### src/rtl/if_fetch_buffer_pkg.sv
// Shared definitions for the instruction-fetch buffer: word size, FSM states,
// prefetch entry layout and target alignment.
package if_fetch_buffer_pkg;

  localparam logic [31:0] INSTR_BYTES      = 32'd4;
  localparam logic [31:0] RESET_PC_DEFAULT = 32'h0000_0000;

  typedef enum logic {
    RUN   = 1'b0,
    FLUSH = 1'b1
  } fetch_state_t;

  typedef struct packed {
    logic [31:0] pc;
    logic [31:0] instr;
  } fetch_entry_t;

  function automatic logic [31:0] align_word(input logic [31:0] addr);
    return {addr[31:2], 2'b00};
  endfunction

endpackage

### src/rtl/if_fetch_buffer_fifo.sv
// Synchronous prefetch FIFO: DEPTH entries, push/pop in the same cycle,
// single-cycle flush. Head data is read combinationally from storage.
module if_fifo #(
  parameter int DEPTH = 2,
  parameter int WIDTH = 64
) (
  input  logic                     clk,
  input  logic                     rst,
  input  logic                     push,
  input  logic                     pop,
  input  logic                     flush,
  input  logic [WIDTH-1:0]         data_in,
  output logic [WIDTH-1:0]         data_out,
  output logic [$clog2(DEPTH):0]   count,
  output logic                     empty
);

  localparam int            AW     = $clog2(DEPTH);
  localparam logic [AW:0]   FULL_C = (AW+1)'(DEPTH);

  logic [WIDTH-1:0] mem [DEPTH];
  logic [AW-1:0]    wr_ptr;
  logic [AW-1:0]    rd_ptr;
  logic             full;
  logic             do_push;
  logic             do_pop;

  assign empty    = (count == '0);
  assign full     = (count == FULL_C);
  assign do_push  = push & ~full;
  assign do_pop   = pop & ~empty;
  assign data_out = mem[rd_ptr];

  // Storage is cleared on reset so the head reads as zero until the first push.
  always_ff @(posedge clk or posedge rst) begin
    if (rst) begin
      wr_ptr <= '0;
      rd_ptr <= '0;
      count  <= '0;
      for (int i = 0; i < DEPTH; i++) mem[i] <= '0;
    end else if (flush) begin
      wr_ptr <= '0;
      rd_ptr <= '0;
      count  <= '0;
    end else begin
      if (do_push) begin
        mem[wr_ptr] <= data_in;
        wr_ptr      <= wr_ptr + 1'b1;
      end
      if (do_pop) rd_ptr <= rd_ptr + 1'b1;
      case ({do_push, do_pop})
        2'b10:   count <= count + 1'b1;
        2'b01:   count <= count - 1'b1;
        default: ;
      endcase
    end
  end

endmodule

### src/rtl/if_fetch_buffer.sv
// Instruction-fetch stage: sequential word fetch with credit-limited prefetch,
// in-order response buffering and redirect with drop of stale responses.
module if_fetch_buffer
  import if_fetch_buffer_pkg::*;
#(
  parameter logic [31:0] RESET_PC   = RESET_PC_DEFAULT,
  parameter int          FIFO_DEPTH = 2
) (
  input  logic        clk,
  input  logic        reset,
  output logic        imem_req_valid,
  output logic [31:0] imem_req_addr,
  input  logic        imem_req_ready,
  input  logic        imem_resp_valid,
  input  logic [31:0] imem_resp_data,
  output logic        id_valid,
  output logic [31:0] id_instr,
  output logic [31:0] id_pc,
  input  logic        id_ready,
  input  logic        redirect,
  input  logic [31:0] redirect_pc,
  input  logic [31:0] redirect_imm
);

  localparam int            CW      = $clog2(FIFO_DEPTH) + 1;
  localparam logic [CW:0]   DEPTH_C = (CW+1)'(FIFO_DEPTH);

  fetch_state_t  state;
  logic [31:0]   fetch_pc;
  logic [31:0]   resp_pc;
  logic [CW-1:0] outstanding;
  logic [CW-1:0] drop_cnt;
  logic [CW-1:0] drop_next;
  logic [CW-1:0] fifo_count;
  logic          fifo_empty;
  fetch_entry_t  head;
  logic [31:0]   target;
  logic          req_fire;
  logic          resp_in_run;
  logic          resp_take;
  logic          pop;

  // Handshakes: a request transfers on the cycle imem_req_valid & imem_req_ready
  // are both high; the ID transfer happens on id_valid & id_ready; a response is
  // a one-cycle imem_resp_valid pulse with no backpressure.
  assign target         = align_word(redirect_pc + redirect_imm);
  assign imem_req_valid = ~reset & (state == RUN) & ~redirect
                        & (({1'b0, fifo_count} + {1'b0, outstanding}) < DEPTH_C);
  assign imem_req_addr  = fetch_pc;
  assign req_fire       = imem_req_valid & imem_req_ready;
  assign resp_in_run    = imem_resp_valid & (outstanding != '0);
  assign resp_take      = (state == RUN) & ~redirect & resp_in_run;
  assign drop_next      = outstanding - CW'(resp_in_run);

  assign id_valid = ~fifo_empty;
  assign id_pc    = head.pc;
  assign id_instr = head.instr;
  assign pop      = id_valid & id_ready;

  if_fifo #(
    .DEPTH (FIFO_DEPTH),
    .WIDTH (64)
  ) u_fifo (
    .clk      (clk),
    .rst      (reset),
    .push     (resp_take),
    .pop      (pop),
    .flush    (redirect),
    .data_in  ({resp_pc, imem_resp_data}),
    .data_out (head),
    .count    (fifo_count),
    .empty    (fifo_empty)
  );

  always_ff @(posedge clk or posedge reset) begin
    if (reset) begin
      state       <= RUN;
      fetch_pc    <= RESET_PC;
      resp_pc     <= RESET_PC;
      outstanding <= '0;
      drop_cnt    <= '0;
    end else begin
      case (state)
        RUN: begin
          if (redirect) begin
            // Anything still in flight belongs to the old path and must be dropped.
            fetch_pc    <= target;
            resp_pc     <= target;
            outstanding <= '0;
            drop_cnt    <= drop_next;
            state       <= (drop_next != '0) ? FLUSH : RUN;
          end else begin
            if (req_fire)  fetch_pc <= fetch_pc + INSTR_BYTES;
            if (resp_take) resp_pc  <= resp_pc + INSTR_BYTES;
            case ({req_fire, resp_take})
              2'b10:   outstanding <= outstanding + 1'b1;
              2'b01:   outstanding <= outstanding - 1'b1;
              default: ;
            endcase
          end
        end
        FLUSH: begin
          if (redirect) begin
            fetch_pc <= target;
            resp_pc  <= target;
          end
          if (imem_resp_valid && drop_cnt != '0) begin
            drop_cnt <= drop_cnt - 1'b1;
            if (drop_cnt == CW'(1)) state <= RUN;
          end
        end
      endcase
    end
  end

endmodule

### config.mk
export PLATFORM = sky130hd
export DESIGN_NAME = if_fetch_buffer
export DESIGN_NICKNAME = d
export VERILOG_FILES = /design/src/rtl/if_fetch_buffer_pkg.sv /design/src/rtl/if_fetch_buffer_fifo.sv /design/src/rtl/if_fetch_buffer.sv
export SDC_FILE = /design/constraint.sdc
export NUM_CORES = 1
export LEC_CHECK = 0
export BUFFER_PORTS_ARGS = -buffer_cell sky130_fd_sc_hd__buf_2
export CAP_MARGIN = 20
export CORE_MARGIN = 2
export CORE_UTILIZATION = 50
export CTS_CLUSTER_SIZE = 20
export DETAILED_ROUTE_END_ITERATION = 7
export PLACE_DENSITY = 0.71
export SYNTH_ARGS = -nofsm -noshare
export SYNTH_HDL_FRONTEND = slang
export SYNTH_HIERARCHICAL = 1
export SYNTH_SLANG_ARGS = --single-unit
### constraint.sdc
create_clock -name clk -period 4.8 [get_ports clk]
set_clock_uncertainty 0.2 [all_clocks]
set_input_delay 0.48 -clock clk [delete_from_list [all_inputs] [get_ports clk]]
set_output_delay 0.48 -clock clk [all_outputs]
set_load 0.01 [all_outputs]
==> flow_summary.html <==
<table>
<tr><th>Metric</th><th>Value</th></tr>
<tr><th colspan="2">Worst hold path</th></tr>
<tr><td>Worst min-delay path class</td><td>input port to flop</td></tr>
<tr><td>Hold Path Origin</td><td>imem_resp_data[2]</td></tr>
<tr><td>End of the worst hold path</td><td>u_fifo/mem[66]$_DFFE_PP0P_</td></tr>
<tr><td>Worst hold path depth</td><td>2</td></tr>
<tr><th colspan="2">Synthesis</th></tr>
<tr><td>Share of flip-flops with an asynchronous set or reset</td><td>100%</td></tr>
<tr><td>Count of different cell masters after synthesis</td><td>74</td></tr>
<tr><td>Syn_area_per_cell</td><td>10.5 sq um</td></tr>
<tr><td>Synth Instances</td><td>1,120</td></tr>
<tr><td>Number of enable-type register cells in the synthesized netlist</td><td>0</td></tr>
<tr><td>Most used flip-flop cell after synthesis</td><td>dfrtp_1</td></tr>
<tr><td>Synth Warn #</td><td>6</td></tr>
<tr><td>Sequential element share of the synthesized area</td><td>41.8%</td></tr>
<tr><td>Number of flip-flops and latches in the synthesized netlist</td><td>197</td></tr>
<tr><td>Area of the mapped netlist</td><td>11,800 sq um</td></tr>
<tr><th colspan="2">STA</th></tr>
<tr><td>Post-layout min period</td><td>3.51 ns</td></tr>
<tr><td>F_max</td><td>285 MHz</td></tr>
<tr><td>Worst Max-Slew Pin Slew</td><td>0.933 ns</td></tr>
<tr><td>Final worst path period share</td><td>73.2%</td></tr>
<tr><td>Final setup violation count</td><td>0</td></tr>
<tr><td>Worst Hold Margin</td><td>0.0651 ns</td></tr>
<tr><td>Setup repair after global routing missed its margin</td><td>false</td></tr>
<tr><td>Max transition margin</td><td>37.8%</td></tr>
<tr><td>Number of max-slew violations in the final report</td><td>0</td></tr>
<tr><td>Number of hold violations in the final report</td><td>0</td></tr>
<tr><td>Final total negative setup slack</td><td>0 ns</td></tr>
<tr><td>Setup slack of the critical path after layout</td><td>1.29 ns</td></tr>
<tr><th colspan="2">Placement</th></tr>
<tr><td>Pre-CTS setup slack</td><td>0.979 ns</td></tr>
<tr><td>Count of input and output buffers</td><td>197</td></tr>
<tr><td>Weighted congestion reported at the end of routability-driven placement</td><td>0.919</td></tr>
<tr><td>Final HPWL from detailed placement</td><td>20,700 microns</td></tr>
<tr><th colspan="2">Cells and area</th></tr>
<tr><td>Area Overhead vs Synth</td><td>15.1%</td></tr>
<tr><td>Filler cells</td><td>2,034</td></tr>
<tr><td>Final core utilization</td><td>58.3%</td></tr>
<tr><td>Commonest non-fill, non-tap cell in the layout</td><td>buf_2</td></tr>
<tr><td>Fraction of layout instances using a drive strength above 1</td><td>34.4%</td></tr>
<tr><td>Total Nets Final</td><td>1,435</td></tr>
<tr><td>Commonest cells after routing, fill and taps aside</td><td>buf_2 (197), dfrtp_1 (196), mux2_2 (129)</td></tr>
<tr><th colspan="2">Die</th></tr>
<tr><td>Initial cell density of the core</td><td>50.6%</td></tr>
<tr><td>Std cell rows</td><td>56</td></tr>
<tr><td>I/O pin count</td><td>200</td></tr>
<tr><td>Floorplan die width</td><td>158 microns</td></tr>
<tr><td>Core area</td><td>23,300 sq um</td></tr>
<tr><td>Floorplan die height</td><td>158 microns</td></tr>
<tr><td>Area of the die</td><td>24,900 sq um</td></tr>
<tr><th colspan="2">Setup path</th></tr>
<tr><td>Classification of the worst setup path</td><td>flop to flop</td></tr>
<tr><td>Critical path required time</td><td>4.94 ns</td></tr>
<tr><td>Ordered cell list for the critical path</td><td>o21ai_1, buf_4, o21ai_1, nand2_1, inv_1, inv_1, or4b_4, buf_16, mux2_4</td></tr>
<tr><td>Beginning of the worst register-to-register path</td><td>outstanding[1]$_DFFE_PP0P_</td></tr>
<tr><td>Reg-to-reg endpoint</td><td>u_fifo/mem[13]$_DFFE_PP0P_</td></tr>
<tr><td>Worst path slowest cell</td><td>or4b_4</td></tr>
<tr><td>Length in cells of the worst reg-to-reg path</td><td>9</td></tr>
<tr><td>Crit path largest cell delay</td><td>0.80 ns</td></tr>
<tr><td>Startpoint type of the worst setup path</td><td>flop</td></tr>
<tr><td>Worst R2R Setup Slack</td><td>1.29 ns</td></tr>
<tr><td>Crit path max fanout</td><td>36</td></tr>
<tr><td>Combined buffer and inverter count along the critical path</td><td>4</td></tr>
<tr><td>Dominant delay contributor by cell family on the critical path</td><td>simple AND/OR/NAND/NOR gates</td></tr>
<tr><td>CP Data Arrival Time</td><td>3.65 ns</td></tr>
<tr><td>Capturing element type of the critical path</td><td>flop</td></tr>
<tr><th colspan="2">Global route</th></tr>
<tr><td>Largest net degree at the start of global routing</td><td>76</td></tr>
<tr><td>Initial antenna violation count</td><td>1</td></tr>
<tr><td>Via count of the first global-routing pass</td><td>8,809</td></tr>
<tr><td>Global-route wire length before repair</td><td>45,900 microns</td></tr>
<tr><td>Remaining global-route overflow</td><td>0</td></tr>
<tr><td>Global-route usage over all layers</td><td>23.4%</td></tr>
<tr><th colspan="2">Detailed routing</th></tr>
<tr><td>Wire length reported by the detailed router</td><td>29,100 microns</td></tr>
<tr><td>Via count</td><td>9,232</td></tr>
<tr><td>Pre-Repair DR Iteration Count</td><td>5</td></tr>
<tr><td>Via density per instance</td><td>5.66</td></tr>
<tr><td>Count of routing violations after the opening detailed-route iteration</td><td>717</td></tr>
<tr><td>DR WL/cell</td><td>17.8 microns</td></tr>
<tr><td>Post-DRT Antenna Nets</td><td>0</td></tr>
<tr><td>Post-route DRC</td><td>0</td></tr>
<tr><th colspan="2">CTS</th></tr>
<tr><td>Sinks on Clock Net</td><td>197</td></tr>
<tr><td>Number of H-tree levels</td><td>4</td></tr>
<tr><td>Number of clock buffers inserted by TritonCTS</td><td>17</td></tr>
<tr><td>Max clock buf depth</td><td>2</td></tr>
<tr><td>Post-cts sizing count</td><td>0</td></tr>
<tr><td>Setup fix buffers added after clock tree synthesis</td><td>0</td></tr>
<tr><td>Clock-pin slew reported for the worst setup and hold paths after clock tree synthesis</td><td>0.08 ns</td></tr>
<tr><td>CTS root buffer</td><td>clkbuf_16</td></tr>
<tr><td>Clock tree from TritonCTS</td><td>yes</td></tr>
<tr><td>Number of buffers inserted for hold repair after clock tree synthesis</td><td>0</td></tr>
<tr><td>Clock latency of the later-clocked register in the worst-skew pair</td><td>0.44 ns</td></tr>
<tr><th colspan="2">Power</th></tr>
<tr><td>Overall Power</td><td>6050 uW</td></tr>
<tr><td>Switching Power</td><td>2180 uW</td></tr>
<tr><td>Part of the power in combinational logic</td><td>34.8%</td></tr>
<tr><td>Clock power share</td><td>23.4%</td></tr>
<tr><td>Power per cell area</td><td>445 nW/um^2</td></tr>
<tr><td>Flop pwr share</td><td>41.8%</td></tr>
<tr><td>Int Pwr</td><td>3870 uW</td></tr>
<tr><td>Leakage</td><td>0.00638 uW</td></tr>
<tr><td>Worst IR Drop VDD</td><td>0.283 mV</td></tr>
<tr><td>Switching power as a share of total power</td><td>36.1%</td></tr>
<tr><th colspan="2">Flow run</th></tr>
<tr><td>Max-cap violations</td><td>0</td></tr>
<tr><th colspan="2">Status</th></tr>
<tr><td>Run status</td><td>complete, no violations</td></tr>
</table>
==> cell families after synthesis <==
logic type               share of synthesized area, %
AO/OA/AOI/OAI                                    11.0
XOR/XNOR                                         4.44
adder cells (fa/ha/maj)                          3.88
buffers and inverters                            3.48
flip-flops                                       41.8
multiplexers                                     21.4
other                                          0.0318
AND/OR/NAND/NOR                                  14.0
==> layer usage <==
layer | GRT usage (%) | wire length, microns | share of wire, % | vias up
met3 | 4.74 | 1850 | 6.4 | 34
met5 | 0 | 0 | 0 | -
met2 | 37.1 | 13200 | 45 | 308
met1 | 32.2 | 13500 | 46 | 4466
met4 | 7.32 | 537 | 1.8 | 0
li1 | - | - | - | 4424
==> synthesized netlist by cell type, drive strengths merged (3+ instances only) <==
cell,instances,area (sq um)
o21bai,3,22.5
and3,10,62.6
or4b,3,30.0
inv,24,90.1
a31oi,10,62.6
and2,9,56.3
nor3,23,115
or2,4,25.0
a211oi,8,65.1
a211o,5,43.8
nand2b,4,25.0
o21a,7,52.6
nand2,81,304
nor2b,8,52.6
buf,25,204
o21ai,51,255
xor2,21,184
ha,35,438
o2111ai,3,26.3
dfrtp,197,4930
clkbuf,31,116
nor2,82,308
a21o,6,45.0
nand3,38,205
nor4,14,124
o31ai,4,30.0
mux2,195,2420
mux2i,10,100
nand4,31,194
a21oi,92,464
and4,5,43.8
xnor2,38,340
a21boi,3,22.5
o22ai,10,62.6
o211a,3,30.0
==> worst max-delay path by stage <==
| stage | start | end | slack (ns) | cells after the start |
|---|---|---|---|---|
| after floorplan | reset | u_fifo/count[0]$_DFFE_PP0P_ | 0.59 | 1 |
| after global placement | imem_resp_valid | u_fifo/mem[45]$_DFFE_PP0P_ | 1.05 | 10 |
| after detailed placement | imem_resp_valid | u_fifo/mem[42]$_DFFE_PP0P_ | 0.98 | 10 |
| after CTS | outstanding[1]$_DFFE_PP0P_ | u_fifo/mem[39]$_DFFE_PP0P_ | 1.11 | 9 |
| after global routing | outstanding[1]$_DFFE_PP0P_ | u_fifo/mem[87]$_DFFE_PP0P_ | 1.05 | 9 |
| final | outstanding[1]$_DFFE_PP0P_ | u_fifo/mem[13]$_DFFE_PP0P_ | 1.29 | 9 |
==> layout make-up <==
type	count	area [sq um]	area share (%)
Timing Repair Buffer	209	1100	8.06
Inverter	24	92.6	0.681
Antenna cell	1	2.50	0.0184
Sequential cell	197	4930	36.3
Clock inverter	15	158	1.16
Tap cell	319	399	2.94
Clock buffer	17	425	3.13
Multi-Input combinational cell	848	6490	47.7
==> power by group through the flow <==
stage	registers (uW)	clock network, uW	logic (uW)
final	2530	1420	2110
after global routing	2600	1500	2330
after CTS	2520	1430	2120
after detailed placement	2550	0	2100
after global placement	2520	0	2060
after floorplan	2440	0	1450
==> registers in the layout, indices dropped and copies added, names as in the netlist <==
register       count
u_fifo/count       2
resp_pc           30
drop_cnt           2
u_fifo/wr_ptr      1
u_fifo/rd_ptr      1
outstanding        2
u_fifo/mem       128
imem_req_addr     30
state              1
==> per-stage QoR <==
step / area [sq um] / instances
after CTS: 13600 / 1628
after detailed placement: 13000 / 1596
after floorplan: 11800 / 1125
final: 13600 / 1630
after global routing: 13600 / 1629
after global placement: 13000 / 1596
(Power assumes the default switching activity.)
